File: src/rtl/force_release_if.sv
// force_release_if: command channel (valid/ready + op, mask, value, cycles) from sequencer to force_release_ctrl
interface force_release_if #(
  parameter int WIDTH = 8,
  parameter int CNT_W = 16
);
  logic             valid;
  logic             ready;
  logic [1:0]       op;
  logic [WIDTH-1:0] mask;
  logic [WIDTH-1:0] value;
  logic [CNT_W-1:0] cycles;
  modport master (output valid, op, mask, value, cycles, input ready);
  modport slave (input valid, op, mask, value, cycles, output ready);
endinterface

File: src/rtl/force_release_ctrl.sv
// force_release_ctrl: queued force/release/timed-force driver; ports i_clk, i_rst_n, i_flush, cmd (slave), i_sig -> o_sig, o_force_en, o_force_value, o_release, o_busy, o_done
module force_release_ctrl #(
  parameter int WIDTH     = 8,
  parameter int CMD_DEPTH = 4,
  parameter int CNT_W     = 16
) (
  input  logic             i_clk,
  input  logic             i_rst_n,
  input  logic             i_flush,
  force_release_if.slave   cmd,
  input  logic [WIDTH-1:0] i_sig,
  output logic [WIDTH-1:0] o_sig,
  output logic [WIDTH-1:0] o_force_en,
  output logic [WIDTH-1:0] o_force_value,
  output logic [WIDTH-1:0] o_release,
  output logic             o_busy,
  output logic             o_done
);
  localparam int AW = $clog2(CMD_DEPTH);
  localparam logic [1:0] OP_FORCE = 2'd0, OP_RELEASE = 2'd1, OP_TIMED = 2'd2, OP_REL_ALL = 2'd3;
  typedef enum logic {IDLE, HOLD} state_t;
  typedef struct packed {
    logic [1:0]       op;
    logic [WIDTH-1:0] mask;
    logic [WIDTH-1:0] value;
    logic [CNT_W-1:0] cycles;
  } cmd_t;
  cmd_t             mem [CMD_DEPTH];
  cmd_t             head;
  logic [AW:0]      wr_ptr, rd_ptr;
  state_t           state;
  logic [CNT_W-1:0] cnt;
  logic [WIDTH-1:0] held;
  logic             empty, full, push, pop;
  assign empty     = wr_ptr == rd_ptr;
  assign full      = (wr_ptr[AW] != rd_ptr[AW]) && (wr_ptr[AW-1:0] == rd_ptr[AW-1:0]);
  assign cmd.ready = !full && !i_flush;
  assign push      = cmd.valid && cmd.ready;
  assign pop       = (state == IDLE) && !empty && !i_flush;
  assign head      = mem[rd_ptr[AW-1:0]];
  assign o_busy    = !empty || (state != IDLE);
  assign o_sig     = (o_force_en & o_force_value) | (~o_force_en & i_sig);
  always_ff @(posedge i_clk)
    if (push) mem[wr_ptr[AW-1:0]] <= {cmd.op, cmd.mask, cmd.value, cmd.cycles};
  always_ff @(posedge i_clk or negedge i_rst_n) begin
    if (!i_rst_n) begin
      wr_ptr        <= '0;
      rd_ptr        <= '0;
      state         <= IDLE;
      cnt           <= '0;
      held          <= '0;
      o_force_en    <= '0;
      o_force_value <= '0;
      o_release     <= '0;
      o_done        <= 1'b0;
    end else if (i_flush) begin
      wr_ptr     <= '0;
      rd_ptr     <= '0;
      state      <= IDLE;
      cnt        <= '0;
      o_release  <= o_force_en;
      o_force_en <= '0;
      o_done     <= 1'b0;
    end else begin
      o_release <= '0;
      o_done    <= 1'b0;
      if (push) wr_ptr <= wr_ptr + 1'b1;
      if (pop) begin
        rd_ptr <= rd_ptr + 1'b1;
        o_done <= head.op != OP_TIMED;
        if (head.op == OP_FORCE || head.op == OP_TIMED) begin
          o_force_en    <= o_force_en | head.mask;
          o_force_value <= (o_force_value & ~head.mask) | (head.value & head.mask);
        end
        if (head.op == OP_RELEASE) begin
          o_force_en <= o_force_en & ~head.mask;
          o_release  <= o_force_en & head.mask;
        end
        if (head.op == OP_REL_ALL) begin
          o_force_en <= '0;
          o_release  <= o_force_en;
        end
        if (head.op == OP_TIMED) begin
          held  <= head.mask;
          cnt   <= (head.cycles == '0) ? '0 : head.cycles - 1'b1;
          state <= HOLD;
        end
      end else if (state == HOLD) begin
        if (cnt != '0) cnt <= cnt - 1'b1;
        else begin
          o_force_en <= o_force_en & ~held;
          o_release  <= held & o_force_en;
          o_done     <= 1'b1;
          state      <= IDLE;
        end
      end
    end
  end
endmodule
File: src/flat_wrapper.sv
// flat-port wrapper written by rule: the top's interface ports become plain ports
module force_release_ctrl_flat 
#(
  parameter int WIDTH     = 8,
  parameter int CMD_DEPTH = 4,
  parameter int CNT_W     = 16
)
  (i_clk, i_rst_n, i_flush, i_sig, o_sig, o_force_en, o_force_value, o_release, o_busy, o_done, cmd_valid, cmd_op, cmd_mask, cmd_value, cmd_cycles, cmd_ready);
  force_release_if #(.WIDTH(WIDTH), .CNT_W(CNT_W)) cmd_i ();
  input  logic i_clk;
  input  logic i_rst_n;
  input  logic i_flush;
  input  logic [WIDTH-1:0] i_sig;
  output logic [WIDTH-1:0] o_sig;
  output logic [WIDTH-1:0] o_force_en;
  output logic [WIDTH-1:0] o_force_value;
  output logic [WIDTH-1:0] o_release;
  output logic o_busy;
  output logic o_done;
  input wire logic [$bits(cmd_i.valid)-1:0] cmd_valid;
  input wire logic [$bits(cmd_i.op)-1:0] cmd_op;
  input wire logic [$bits(cmd_i.mask)-1:0] cmd_mask;
  input wire logic [$bits(cmd_i.value)-1:0] cmd_value;
  input wire logic [$bits(cmd_i.cycles)-1:0] cmd_cycles;
  output wire logic [$bits(cmd_i.ready)-1:0] cmd_ready;
  assign cmd_i.valid = cmd_valid;
  assign cmd_i.op = cmd_op;
  assign cmd_i.mask = cmd_mask;
  assign cmd_i.value = cmd_value;
  assign cmd_i.cycles = cmd_cycles;
  assign cmd_ready = cmd_i.ready;
  force_release_ctrl #(.WIDTH(WIDTH), .CMD_DEPTH(CMD_DEPTH), .CNT_W(CNT_W)) u_core (.i_clk(i_clk), .i_rst_n(i_rst_n), .i_flush(i_flush), .cmd(cmd_i), .i_sig(i_sig), .o_sig(o_sig), .o_force_en(o_force_en), .o_force_value(o_force_value), .o_release(o_release), .o_busy(o_busy), .o_done(o_done));
endmodule
File: config.mk
export PLATFORM = sky130hd
export DESIGN_NAME = force_release_ctrl_flat
export DESIGN_NICKNAME = d
export VERILOG_FILES = /design/src/rtl/force_release_if.sv /design/src/rtl/force_release_ctrl.sv /design/src/flat_wrapper.sv
export SDC_FILE = /design/constraint.sdc
export NUM_CORES = 1
export LEC_CHECK = 0
export CAP_MARGIN = 20
export CORE_ASPECT_RATIO = 1.4
export CORE_MARGIN = 2
export CORE_UTILIZATION = 60
export CTS_CLUSTER_DIAMETER = 150
export CTS_CLUSTER_SIZE = 28
export DETAILED_ROUTE_END_ITERATION = 8
export PLACE_DENSITY_LB_ADDON = 0.25
export SYNTH_ARGS = -nofsm -noshare
export SYNTH_HDL_FRONTEND = slang
export SYNTH_SLANG_ARGS = --single-unit
File: constraint.sdc
create_clock -name i_clk -period 7.2 [get_ports i_clk]
set_clock_uncertainty 0.15 [all_clocks]
set_input_delay 1.8 -clock i_clk [delete_from_list [all_inputs] [get_ports i_clk]]
set_output_delay 1.8 -clock i_clk [all_outputs]
set_load 0.01 [all_outputs]
==> insert_results.sql <==
INSERT INTO impl_metrics (metric_group, metric, value, unit) VALUES
('sta', 'finalSetupViolations', '0', ''),
('critical_path', 'timing.critical_path.required', '5.25', 'ns'),
('placement', 'hpwlAfterDp', '11800', 'µm'),
('placement', 'gp_routability_congestion', '0.876', ''),
('die', 'fp.dieArea', '14800', 'µm²'),
('yosys', 'syn_area_per_cell', '14.4', 'µm²'),
('finish', 'nets', '718', ''),
('yosys', 'postSynth.topFlopCell', 'edfxtp_1', ''),
('yosys', 'yosysSeqAreaShare', '65.9', '%'),
('detailed_routing', 'post-route-drc-count', '0', ''),
('power', 'power_switching_share', '36.2', '%'),
('power', 'max-vdd-ir-drop', '0.237', 'mV'),
('sta', 'unrepaired_setup_endpoints_after_global_routing', 'false', ''),
('finish', 'drive_above_1_share', '15.7', '%'),
('critical_path', 'cp_data_arrival_time', '3.70', 'ns'),
('yosys', 'synthArstFlopShare', '29.2', '%'),
('placement', 'numPortBuffers', '80', ''),
('clocking', 'postCtsResizedCells', '0', ''),
('yosys', 'synthCells', '577', ''),
('grt', 'global_route_wire_length_before_repair', '30100', 'µm'),
('sta', 'fin_setup_tns', '0', 'ns'),
('job', 'max_cap_violations', '0', ''),
('critical_path', 'timing.critical_path.from_type', 'input pin', ''),
('yosys', 'synthTopCellsByCount', '136 x edfxtp_1, 63 x nand2_1, 56 x dfrtp_1, 44 x nor2_1, 34 x mux4_2', ''),
('power', 'sequentialPowerShare', '38.6', '%'),
('yosys', 'synth.ff_latch_count', '192', ''),
('sta', 'final_hold_viol_count', '0', ''),
('die', 'fp.dieH', '143', 'µm'),
('detailed_routing', 'first_iter_violations', '430', ''),
('die', 'num_io_pins', '81', ''),
('yosys', 'yosysMostFrequentCell', 'edfxtp_1', ''),
('die', 'num_rows', '50', ''),
('critical_path', 'crit_chain', 'clkdlybuf4s50_1 -> buf_4 -> inv_1 -> o21a_1 -> clkdlybuf4s50_1', ''),
('clocking', 'tritoncts_num_sinks', '192', ''),
('finish', 'area_growth_syn_to_layout', '19.1', '%'),
('sta', 'max_freq', '177', 'MHz'),
('clocking', 'clk_latency_worst_skew_pair', '0.43', 'ns'),
('critical_path', 'cpMostUsedCell', 'clkdlybuf4s50_1', ''),
('yosys', 'number_of_enable_flip_flop_cells_after_synthesis', '136', ''),
('critical_path', 'end_kind', 'output pin', ''),
('power', 'internal_power', '2360', 'µW'),
('grt', 'via_count_of_the_first_global_routing_pass', '5429', ''),
('sta', 'worst_slew_pin_slew', '0.796', 'ns'),
('detailed_routing', 'number_of_nets_still_failing_antenna_checks_after_routing', '0', ''),
('yosys', 'synthDominantCellAreaShare', '49.0', '%'),
('sta', 'postLayoutSetupSlackWorst', '1.55', 'ns'),
('run_status', 'result_of_the_run', 'finished, final reports clean', ''),
('yosys', 'mappedNetlistArea', '8330', 'µm²'),
('power', 'power_density', '374', 'nW/µm²'),
('critical_path', 'critPathMaxStageDelay', '0.59', 'ns'),
('yosys', 'synthesis.nets', '631', ''),
('power', 'share_of_power_burned_in_combinational_logic', '36.5', '%'),
('sta', 'final.hold.worst_slack', '0.379', 'ns'),
('power', 'clock_power_share', '24.8', '%'),
('critical_path', 'critical-path-slowest-cell', 'clkdlybuf4s50_1', ''),
('sta', 'worst_slew_margin_rel', '46.4', '%'),
('power', 'power.leakage', '0.00351', 'µW'),
('grt', 'grt_use_total', '27.0', '%'),
('yosys', 'yosysWarningCount', '0', ''),
('sta', 'post-route-min-period', '5.65', 'ns'),
('yosys', 'synth_area_leaders', 'edfxtp_1 49%, dfrtp_1 17%, mux4_2 9.2%, nand2_1 2.8%, mux2_2 2.3%', ''),
('grt', 'met2_usage', '46.1', '%'),
('clocking', 'cts_tree', 'yes', ''),
('grt', 'globalRouteOverflowTotal', '0', ''),
('grt', 'met1_usage', '34.8', '%'),
('clocking', 'cts_hold_buf', '0', ''),
('clocking', 'total_number_of_h_tree_levels', '4', ''),
('die', 'floorplan.die.width', '104', 'µm'),
('clocking', 'ctsRootBufferMaster', 'clkbuf_16', ''),
('critical_path', 'family_of_cells_with_the_greatest_summed_delay_on_the_critical_path', 'buffers and inverters', ''),
('detailed_routing', 'post_drt_wl_per_cell', '22.3', 'µm');
-- cells by family (layout without fill, tap and decap cells) --
group                      count (synthesis)  after routing  share of synthesized area, %
adders and majority gates                  8              8                          1.20
AOI/OAI and AO/OA                         92             92                          7.00
and+or+nand+nor                          174            174                          10.1
buffers and inverters                     40            140                          2.12
muxes                                     55             55                          12.0
DFF                                      192            192                          65.9
xor gates and xnor gates                  16             16                          1.68
-- area by class of cell --
class | instances | area [µm²]
Fill cell | 815 | 3530
Inverter | 17 | 63.8
Multi-Input combinational cell | 345 | 2670
Clock buffer | 17 | 425
Sequential cell | 192 | 5490
Clock inverter | 15 | 169
Timing Repair Buffer | 91 | 878
Tap cell | 182 | 228
-- path summary, 6_finish.rpt --
kind / startpoint / to / slack (ns) / cells after the start
min: u_core.held[2] / u_core.held[2] / 0.38 / 2
max reg2reg: u_core.rd_ptr[0] / u_core.cnt[7] / 3.40 / 6
min in group asynchronous: i_rst_n / u_core.cnt[4] / 1.33 / 2
max: i_flush / cmd_ready / 1.55 / 5
max in group asynchronous: i_rst_n / u_core.rd_ptr[0] / 5.02 / 2
min reg2reg: u_core.held[2] / u_core.held[2] / 0.38 / 2
-- power by group through the flow --
stage / Sequential [µW] / Combinational (µW) / Clock, µW
floorplan: 1420 / 893 / 0
global placement: 1440 / 1310 / 0
detailed placement: 1450 / 1330 / 0
CTS: 1430 / 1350 / 929
global route: 1450 / 1480 / 968
finish: 1430 / 1350 / 920
-- placed cells by master, fill, tap and decap left out, drive strengths merged, types with 2 or more instances in the layout --
cell type        n
a21oi           26
nand2           63
nand2b           2
xnor2           12
a211oi           3
mux2            17
and3             7
clkdlybuf4s50   79
nor3            14
dfrtp           56
o2111ai          5
nor2            44
clkbuf          17
o221ai           4
o211ai           4
o22ai            6
nand3            8
mux2i            4
nor3b            2
a21boi           4
nor2b            4
edfxtp         136
a31oi            6
or4              6
and2             5
nor4             6
inv             24
clkinv           8
nand4            4
a22oi            4
o31ai            4
o21ai           19
xor2             4
buf             12
mux4            34
or2              4
ha               8
-- state kept, by name, indices dropped and copies added, names as in the netlist, named ones only --
register / count
u_core.rd_ptr: 3
u_core.state: 1
u_core.o_done: 1
u_core.o_release: 8
u_core.wr_ptr: 3
u_core.cnt: 16
u_core.mem: 136
u_core.held: 8
u_core.o_force_en: 8
-- worst reg2reg max path, cell delays in order, from the launching register on --
cell,delay (ns)
dfrtp_2,0.38
buf_4,0.57
mux4_2,0.72
or4_1,0.63
or2_2,0.37
o31ai_1,0.63
o21ai_0,0.21
-- layer usage --
metal	share of wire (%)	up-vias
met5	0	-
met4	2.4	0
met3	7.1	40
met2	52	296
met1	38	2657
li1	-	2377
-- stage by stage --
| step | cell area [µm²] | util [%] | instances |
|---|---|---|---|
| final | 9920 | 73.7 | 859 |
| after global routing | 9920 | 73.7 | 859 |
| after CTS | 9920 | 73.7 | 859 |
| after detailed placement | 9320 | 69.3 | 827 |
| after global placement | 9320 | 69.3 | 827 |
| after floorplan | 8330 | - | 577 |
(Power assumes the default switching activity.)
